==> src/rtl/scc_arb_pkg.sv <==
// scc_arb_pkg: shared state type and constants for scc_ram_arbiter.
package scc_arb_pkg;
    localparam int unsigned NUM_PORTS = 2;
    localparam logic [7:0]  IDLE_DATA = 8'hFF;
    typedef enum logic [1:0] {ST_IDLE, ST_ISSUE, ST_WAIT, ST_DONE} state_e;
endpackage

==> src/rtl/scc_rr_arbiter.sv <==
// scc_rr_arbiter: 2-way round-robin grant; prio selects the port that wins a tie.
module scc_rr_arbiter
    import scc_arb_pkg::*;
(
    input  logic [NUM_PORTS-1:0] req,
    input  logic                 prio,
    output logic [NUM_PORTS-1:0] gnt
);
    assign gnt[0] = req[0] & (~req[1] | ~prio);
    assign gnt[1] = req[1] & (~req[0] | prio);
endmodule

==> src/rtl/scc_ram_arbiter.sv <==
// scc_ram_arbiter: two-port round-robin arbiter in front of a single-access RAM.
// Define SCC_ARB_TIMEOUT_EN to abort WAIT after RAM_TIMEOUT cycles without ramack.
module scc_ram_arbiter
    import scc_arb_pkg::*;
#(
    parameter int unsigned RAM_TIMEOUT = 15
)
(
    input  logic        clk21m,
    input  logic        reset,
    input  logic        req0,
    input  logic        req1,
    input  logic        wrt0,
    input  logic        wrt1,
    input  logic [20:0] adr0,
    input  logic [20:0] adr1,
    input  logic [7:0]  dbo0,
    input  logic [7:0]  dbo1,
    output logic        ack0,
    output logic        ack1,
    output logic [7:0]  dbi0,
    output logic [7:0]  dbi1,
    output logic        ramreq,
    output logic        ramwrt,
    output logic [20:0] ramadr,
    output logic [7:0]  ramdbo,
    input  logic        ramack,
    input  logic [7:0]  ramdbi
);
    if (RAM_TIMEOUT < 2 || RAM_TIMEOUT > 255) begin : g_bad_timeout
        $error("RAM_TIMEOUT must lie in 2..255");
    end

    state_e                state_q, state_d;
    logic                  gnt_q, gnt_d;
    logic                  prio_q, prio_d;
    logic                  mask_q, mask_d;
    logic                  ramwrt_q, ramwrt_d;
    logic [20:0]           ramadr_q, ramadr_d;
    logic [7:0]            ramdbo_q, ramdbo_d;
    logic [7:0]            dbi0_q, dbi0_d;
    logic [7:0]            dbi1_q, dbi1_d;
    logic [7:0]            rd_data;
    logic                  timeout;
    logic [NUM_PORTS-1:0]  req_vec, gnt;

    // The port just served is kept out of the first IDLE cycle, while its req is still falling.
    assign req_vec = {req1, req0} & ~(mask_q ? (gnt_q ? 2'b10 : 2'b01) : 2'b00);
    assign mask_d  = state_q == ST_DONE;

    scc_rr_arbiter u_arb (
        .req  (req_vec),
        .prio (prio_q),
        .gnt  (gnt)
    );

`ifdef SCC_ARB_TIMEOUT_EN
    logic [7:0] cnt_q, cnt_d;
    assign cnt_d   = state_q == ST_WAIT ? cnt_q + 8'd1 : 8'd0;
    assign timeout = state_q == ST_WAIT && cnt_q == 8'(RAM_TIMEOUT - 1);
    always_ff @(posedge clk21m or posedge reset) begin
        if (reset) cnt_q <= 8'd0;
        else       cnt_q <= cnt_d;
    end
`else
    assign timeout = 1'b0;
`endif

    always_comb begin
        state_d  = state_q;
        gnt_d    = gnt_q;
        prio_d   = prio_q;
        ramwrt_d = ramwrt_q;
        ramadr_d = ramadr_q;
        ramdbo_d = ramdbo_q;
        dbi0_d   = dbi0_q;
        dbi1_d   = dbi1_q;
        rd_data  = ramack ? ramdbi : IDLE_DATA;
        case (state_q)
            ST_IDLE: if (|gnt) begin
                state_d  = ST_ISSUE;
                gnt_d    = gnt[1];
                prio_d   = gnt[0];
                ramwrt_d = gnt[1] ? wrt1 : wrt0;
                ramadr_d = gnt[1] ? adr1 : adr0;
                ramdbo_d = gnt[1] ? dbo1 : dbo0;
            end
            ST_ISSUE: state_d = ST_WAIT;
            ST_WAIT: if (ramack || timeout) begin
                state_d = ST_DONE;
                dbi0_d  = (!ramwrt_q && !gnt_q) ? rd_data : dbi0_q;
                dbi1_d  = (!ramwrt_q &&  gnt_q) ? rd_data : dbi1_q;
            end
            default: state_d = ST_IDLE;
        endcase
    end

    always_ff @(posedge clk21m or posedge reset) begin
        if (reset) begin
            state_q  <= ST_IDLE;
            gnt_q    <= 1'b0;
            prio_q   <= 1'b0;
            mask_q   <= 1'b0;
            ramwrt_q <= 1'b0;
            ramadr_q <= '0;
            ramdbo_q <= '0;
            dbi0_q   <= IDLE_DATA;
            dbi1_q   <= IDLE_DATA;
        end else begin
            state_q  <= state_d;
            gnt_q    <= gnt_d;
            prio_q   <= prio_d;
            mask_q   <= mask_d;
            ramwrt_q <= ramwrt_d;
            ramadr_q <= ramadr_d;
            ramdbo_q <= ramdbo_d;
            dbi0_q   <= dbi0_d;
            dbi1_q   <= dbi1_d;
        end
    end

    assign ramreq = state_q == ST_ISSUE;
    assign ack0   = state_q == ST_DONE && !gnt_q;
    assign ack1   = state_q == ST_DONE &&  gnt_q;
    assign ramwrt = ramwrt_q;
    assign ramadr = ramadr_q;
    assign ramdbo = ramdbo_q;
    assign dbi0   = dbi0_q;
    assign dbi1   = dbi1_q;
endmodule

==> config.mk <==
export PLATFORM = sky130hd
export DESIGN_NAME = scc_ram_arbiter
export DESIGN_NICKNAME = d
export VERILOG_FILES = /design/src/rtl/scc_arb_pkg.sv /design/src/rtl/scc_rr_arbiter.sv /design/src/rtl/scc_ram_arbiter.sv
export SDC_FILE = /design/constraint.sdc
export NUM_CORES = 1
export LEC_CHECK = 0
export CORE_MARGIN = 2
export CORE_UTILIZATION = 35
export CTS_BUF_LIST = sky130_fd_sc_hd__clkbuf_8
export CTS_CLUSTER_DIAMETER = 30
export DETAILED_ROUTE_END_ITERATION = 8
export PLACE_DENSITY = 0.74
export REMOVE_ABC_BUFFERS = 1
export SYNTH_ARGS = -nofsm -noshare
export SYNTH_HDL_FRONTEND = slang
export SYNTH_HIERARCHICAL = 1
export SYNTH_SLANG_ARGS = --single-unit
==> constraint.sdc <==
create_clock -name clk21m -period 2.11 [get_ports clk21m]
set_input_delay 0.422 -clock clk21m [delete_from_list [all_inputs] [get_ports clk21m]]
set_output_delay 0.422 -clock clk21m [all_outputs]
set_load 0.05 [all_outputs]
== Yosys cells after proc, flatten, opt, wreduce, memory -nomap -nowiden ==
Index checks and enable logic that the tools add are counted.

* Input port bits: 73
* Output and inout port bits: 49
* Word-level logic and storage cells: 43
* Register bits: 51

* Equality and inequality tests: 5
* Muxes and demuxes: 8
* Bitwise operators: 9
* Reduce and logical (&&, ||, !) cells: 12

{| class="wikitable"
|+ Operators by type and width
! kind !! number
|-
| 21-bit 2-to-1 mux || 1
|-
| 2-bit 2-to-1 mux || 4
|-
| 8-bit 2-to-1 mux || 1
|-
| 2-bit case mux with 3 select lines || 1
|-
| 3-bit AND reduction || 2
|-
| 2-bit equality test, second input constant || 2
|-
| 1-bit logical AND || 4
|-
| 2-bit != test, second input constant || 2
|-
| 2-bit AND reduction || 2
|-
| 1-bit NOT || 3
|-
| 1-bit bitwise AND || 2
|-
| 2-bit bitwise AND || 1
|-
| 2-bit by 1-bit equality test with 1-bit output, second input constant || 1
|-
| 1-bit zero test || 2
|-
| 2-bit zero test || 1
|-
| 2-bit NOT || 1
|-
| 1-bit bitwise OR || 2
|-
| 2-bit OR reduction || 1
|-
| 1-bit 2-to-1 mux || 1
|}

== Depth between registers and ports, before layout ==
* Word-level depth: 10
* Depth in mapped cells: 8
* Gate-level depth less buffers: 6

== By module ==
Netlist, hierarchy kept.

{| class="wikitable"
|+ By module, submodules not included
! module !! instances !! cells an instance !! area an instance (µm²) !! seq. area each (µm²)
|-
| scc_ram_arbiter || 1 || 195 || 2,366.0 || 1,296.2
|-
| scc_rr_arbiter || 1 || 3 || 18.8 || 0.0
|}

== Least setup slack after synthesis ==
No wires, ideal clock.

* Path kind: input-to-reg
* From: input port req1
* To: register state_q[1]
* Slack: 0.481 ns
* Required time: 1.985 ns
* Cell stages on the path: 6
* Data arrival time: 1.505 ns
* Setup time: 0.125 ns
* Path through: a21boi_0 a21boi_1 buf_2 nor2_1 a21oi_2 mux2_2

{| class="wikitable"
|+ RTL lines
! item !! RTL line !! RTL
|-
| start, declared || scc_ram_arbiter.sv:12 || <nowiki>input logic req1,</nowiki>
|-
| 2-bit bitwise AND || scc_ram_arbiter.sv:48 || <nowiki>assign req_vec = {req1, req0} & ~(mask_q ? (gnt_q ? 2'b10 : 2'b01) : 2'b00);</nowiki>
|-
| 1-bit bitwise AND || scc_rr_arbiter.sv:10 || <nowiki>assign gnt[1] = req[1] & (~req[0] | prio);</nowiki>
|-
| net gnt[1] || scc_ram_arbiter.sv:45 || <nowiki>logic [NUM_PORTS-1:0] req_vec, gnt;</nowiki>
|-
| 2-bit OR reduction || scc_ram_arbiter.sv:80 || <nowiki>ST_IDLE: if (|gnt) begin</nowiki>
|-
| 2-bit != test (no source line) || n/a ||
|-
| 2-bit AND reduction (no source line) || n/a ||
|-
| end signal, assigned || scc_ram_arbiter.sv:110 || <nowiki>state_q <= state_d;</nowiki>
|-
| end, declared || scc_ram_arbiter.sv:34 || <nowiki>state_e state_q, state_d;</nowiki>
|}

The timed path passes the listed nets, and every way through them passes these cells.
A chain may end at the register's enable or synchronous reset.

== Final worst setup path ==
* From: register dbi1_q[4], in the netlist dbi1[4]
* To: output port dbi1[4]

{| class="wikitable"
|+ RTL lines
! item !! RTL line !! RTL
|-
| start, declared || scc_ram_arbiter.sv:42 || <nowiki>logic [7:0] dbi1_q, dbi1_d;</nowiki>
|-
| start signal, assigned || scc_ram_arbiter.sv:118 || <nowiki>dbi1_q <= dbi1_d;</nowiki>
|-
| end, declared || scc_ram_arbiter.sv:22 || <nowiki>output logic [7:0] dbi1,</nowiki>
|}

No word-level cell between the ends.

==> run metrics <==
Final Instance Area=0.003859 mm^2; syn_area_per_cell=12.04 um^2; antenna cells=0; slew of the pin with the lowest slew margin=0.5268 ns; port bufs=121; fin. max-slew vios=0; fill count=585; Worst EP arrival=1.65 ns; total power=6421 uW; Fmax=483.2 MHz; initial core utilization=35.69%; asr flop ratio synth=100.0%; Sequential Power Share=28.7%; final core utilization=57.75%; Syn Std Cell Area=0.002385 mm^2; number of antenna violations at the first check in global routing=0; synthesized flop and latch total=51; sequential-to-total area share from yosys stat=54.35%; cell class contributing the biggest share of worst-path delay=buffers and inverters; vias per inst=4.698; DRC violations left=0; GPL Wtd Cong=0.7085; vias in the first global route=1,985; area occupied by multi-input gates=0.001020 mm^2; clock slew at reported path FFs=0.10 ns; Total Routed Length=5.336 mm; logic gate share of total power=60.8%; Setup Skew=0.006328 ns; Net Switching=3017 uW; largest net degree at the start of global routing=52; Nets=402; slew margin rel.=64.77%; worst min path class=in -> async; H-tree lvl count=2; dominant cell type by area after synthesis=dfrtp_1; post-CTS setup buffers=0; DR vias=1,898; outcome=finished, final reports clean; Int Pwr=3404 uW; Placed Area=0.003736 mm^2; fin crit share=98.09%; 1st-pass router iterations=6; Synth Warn #=6; CTS root buffer=clkbuf_8; max_cap viols=0; share of cells above drive strength 1=18.21%; DIE AREA=0.007490 mm^2; most common cell in the netlist=dfrtp_1; RSZ-0062 raised after global routing=false; CP bufs+invs=1; GRT overflow=0; final count of hold timing violations=0; Area Growth Syn to Fin=61.80%; CP required=1.69 ns; Core ar.=0.006681 mm^2; CP Capture Type=primary output; Synth cell types=27; crit-path max cell delay=0.80 ns; Avg WL per Cell=13.21 um; Tmin final=2.070 ns; Die X-Extent=86.55 um; slowest CP cell=clkdlybuf4s50_1; Synth Instances=198; commonest cells in the synthesized netlist=dfrtp_1, mux2i_1, nand2_1, o21ai_0, dfstp_2; CP cell instances=clkdlybuf4s50_1; worst skew pair latency=0.30 ns; Num Clock Sinks=51; clock share of power=10.6%; total global-route track usage=15.14%; Setup crit start kind=flop; Final setup viols=0; Die H=86.55 um; Yosys top cell area share=36.73%; DRT iter0 DRCs=59; Ports=122; sequential cell area=0.001296 mm^2; sw frac=46.99%; global-route wire length before repair=8.983 mm; Detailed Place HPWL=4.045 mm; predominant post-synthesis flop cell=dfrtp_1; Post-DRT Antenna Nets=0; critical path class=reg -> out; power per cell area=1664 mW/mm^2; worst hold slack=0.4667 ns; Leakage=0.001718 uW; Post-synth EDFFs=0; row count=30; crit path max fanout=2; Clock Tree Buf Depth=2; top cells by area, synth=dfrtp_1, dfstp_2, mux2i_1; Max rail drop VDD=0.7409 mV; CTS buffer count=5; CTS tree=done
## layout make-up
| class | instances | area share [%] |
|---|---|---|
| Multi-Input combinational cell | 131 | 26.43 |
| Sequential cell | 51 | 33.59 |
| Clock buffer | 5 | 1.783 |
| Timing Repair Buffer | 129 | 33.98 |
| Clock inverter | 3 | 1.135 |
| Tap cell | 80 | 2.594 |
| Inverter | 5 | 0.4864 |
## what timing repair did
action | 4_1_cts | 5_1_grt
endpoints found under the setup margin | 0 | 4
hold buffers | 0 | 0
gates resized for setup | 0 | 4
## flip-flops by register name (all words and copies together) (netlist names)
register and cells:
gnt_q 1, state_q 2, mask_q 1, ramdbo 8
ramadr 21, prio_q 1, dbi0 8, ramwrt 1
dbi1 8
## per-stage QoR
| stage | setup slack [ns] | setup TNS (ns) | std cells |
|---|---|---|---|
| 3_3_place_gp | 0.01007 | 0 | 396 |
| 6_report | 0.04025 | 0 | 404 |
| 2_1_floorplan | -2.311 | -74.85 | 187 |
| 3_5_place_dp | -0.07895 | -1.205 | 396 |
| 4_1_cts | 0.02727 | 0 | 404 |
| 5_1_grt | 0.0002419 | 0 | 404 |
## cells in the final DEF, fill, tap and decap left out, types with 2 or more instances in the layout
| cell type | count |
|---|---|
| a21boi_0 | 2 |
| dlymetal6s2s_1 | 4 |
| mux2i_1 | 31 |
| clkdlybuf4s50_1 | 114 |
| clkbuf_8 | 5 |
| mux2_2 | 9 |
| dfstp_2 | 16 |
| o21ai_1 | 5 |
| mux2_4 | 8 |
| inv_1 | 4 |
| buf_12 | 3 |
| ha_1 | 6 |
| nand2_1 | 31 |
| buf_4 | 8 |
| dfrtp_1 | 35 |
| o21ai_0 | 26 |
## logic make-up (layout without fill, tap and decap cells)
group | Yosys count | count (layout) | synth area share [%]
AOI/OAI and AO/OA | 39 | 39 | 9.129
adders and majority gates | 6 | 6 | 3.148
buffers and inverters | 16 | 142 | 3.672
DFF | 51 | 51 | 54.35
muxes | 48 | 48 | 22.30
and+or+nand+nor | 38 | 38 | 7.398
## per-layer routing
metal  global-route usage (%)  share of wire [%]  vias to the layer above
met1                    18.05                 43                      890
met3                    5.048                7.3                        4
met4                    3.409               0.75                        0
li1                         -                  -                      923
met2                    26.50                 49                       81
met5                        0                  0                        -
## power groups by stage
stage	clock (uW)	sequential (uW)	combinational [uW]
4_1_cts	705	1850	3960
3_3_place_gp	0	1840	3900
3_5_place_dp	0	1860	3950
6_report	678	1840	3900
5_1_grt	745	1920	4150
2_1_floorplan	0	3350	1110
## worst min-delay path: stages
cell and delay (ns):
clkdlybuf4s50_1 0.41, inv_2 0.07, buf_12 0.25
## worst paths after layout
kind | from | to | slack (ns) | cells after the start
hold reg to reg | ramdbo[1]$_DFFE_PP0P_ | ramdbo[1]$_DFFE_PP0P_ | 0.49 | 2
min in group clk21m | ramdbo[1]$_DFFE_PP0P_ | ramdbo[1]$_DFFE_PP0P_ | 0.49 | 2
setup / recovery | dbi1[4]$_DFFE_PP1P_ | dbi1[4] | 0.04 | 1
setup reg to reg | gnt_q$_DFFE_PP0P_ | ramadr[0]$_DFFE_PP0P_ | 0.29 | 8
hold / removal | reset | ramadr[5]$_DFFE_PP0P_ | 0.47 | 3
max in group asynchronous | reset | dbi0[2]$_DFFE_PP1P_ | 1.37 | 3
(Power assumes the default switching activity.)
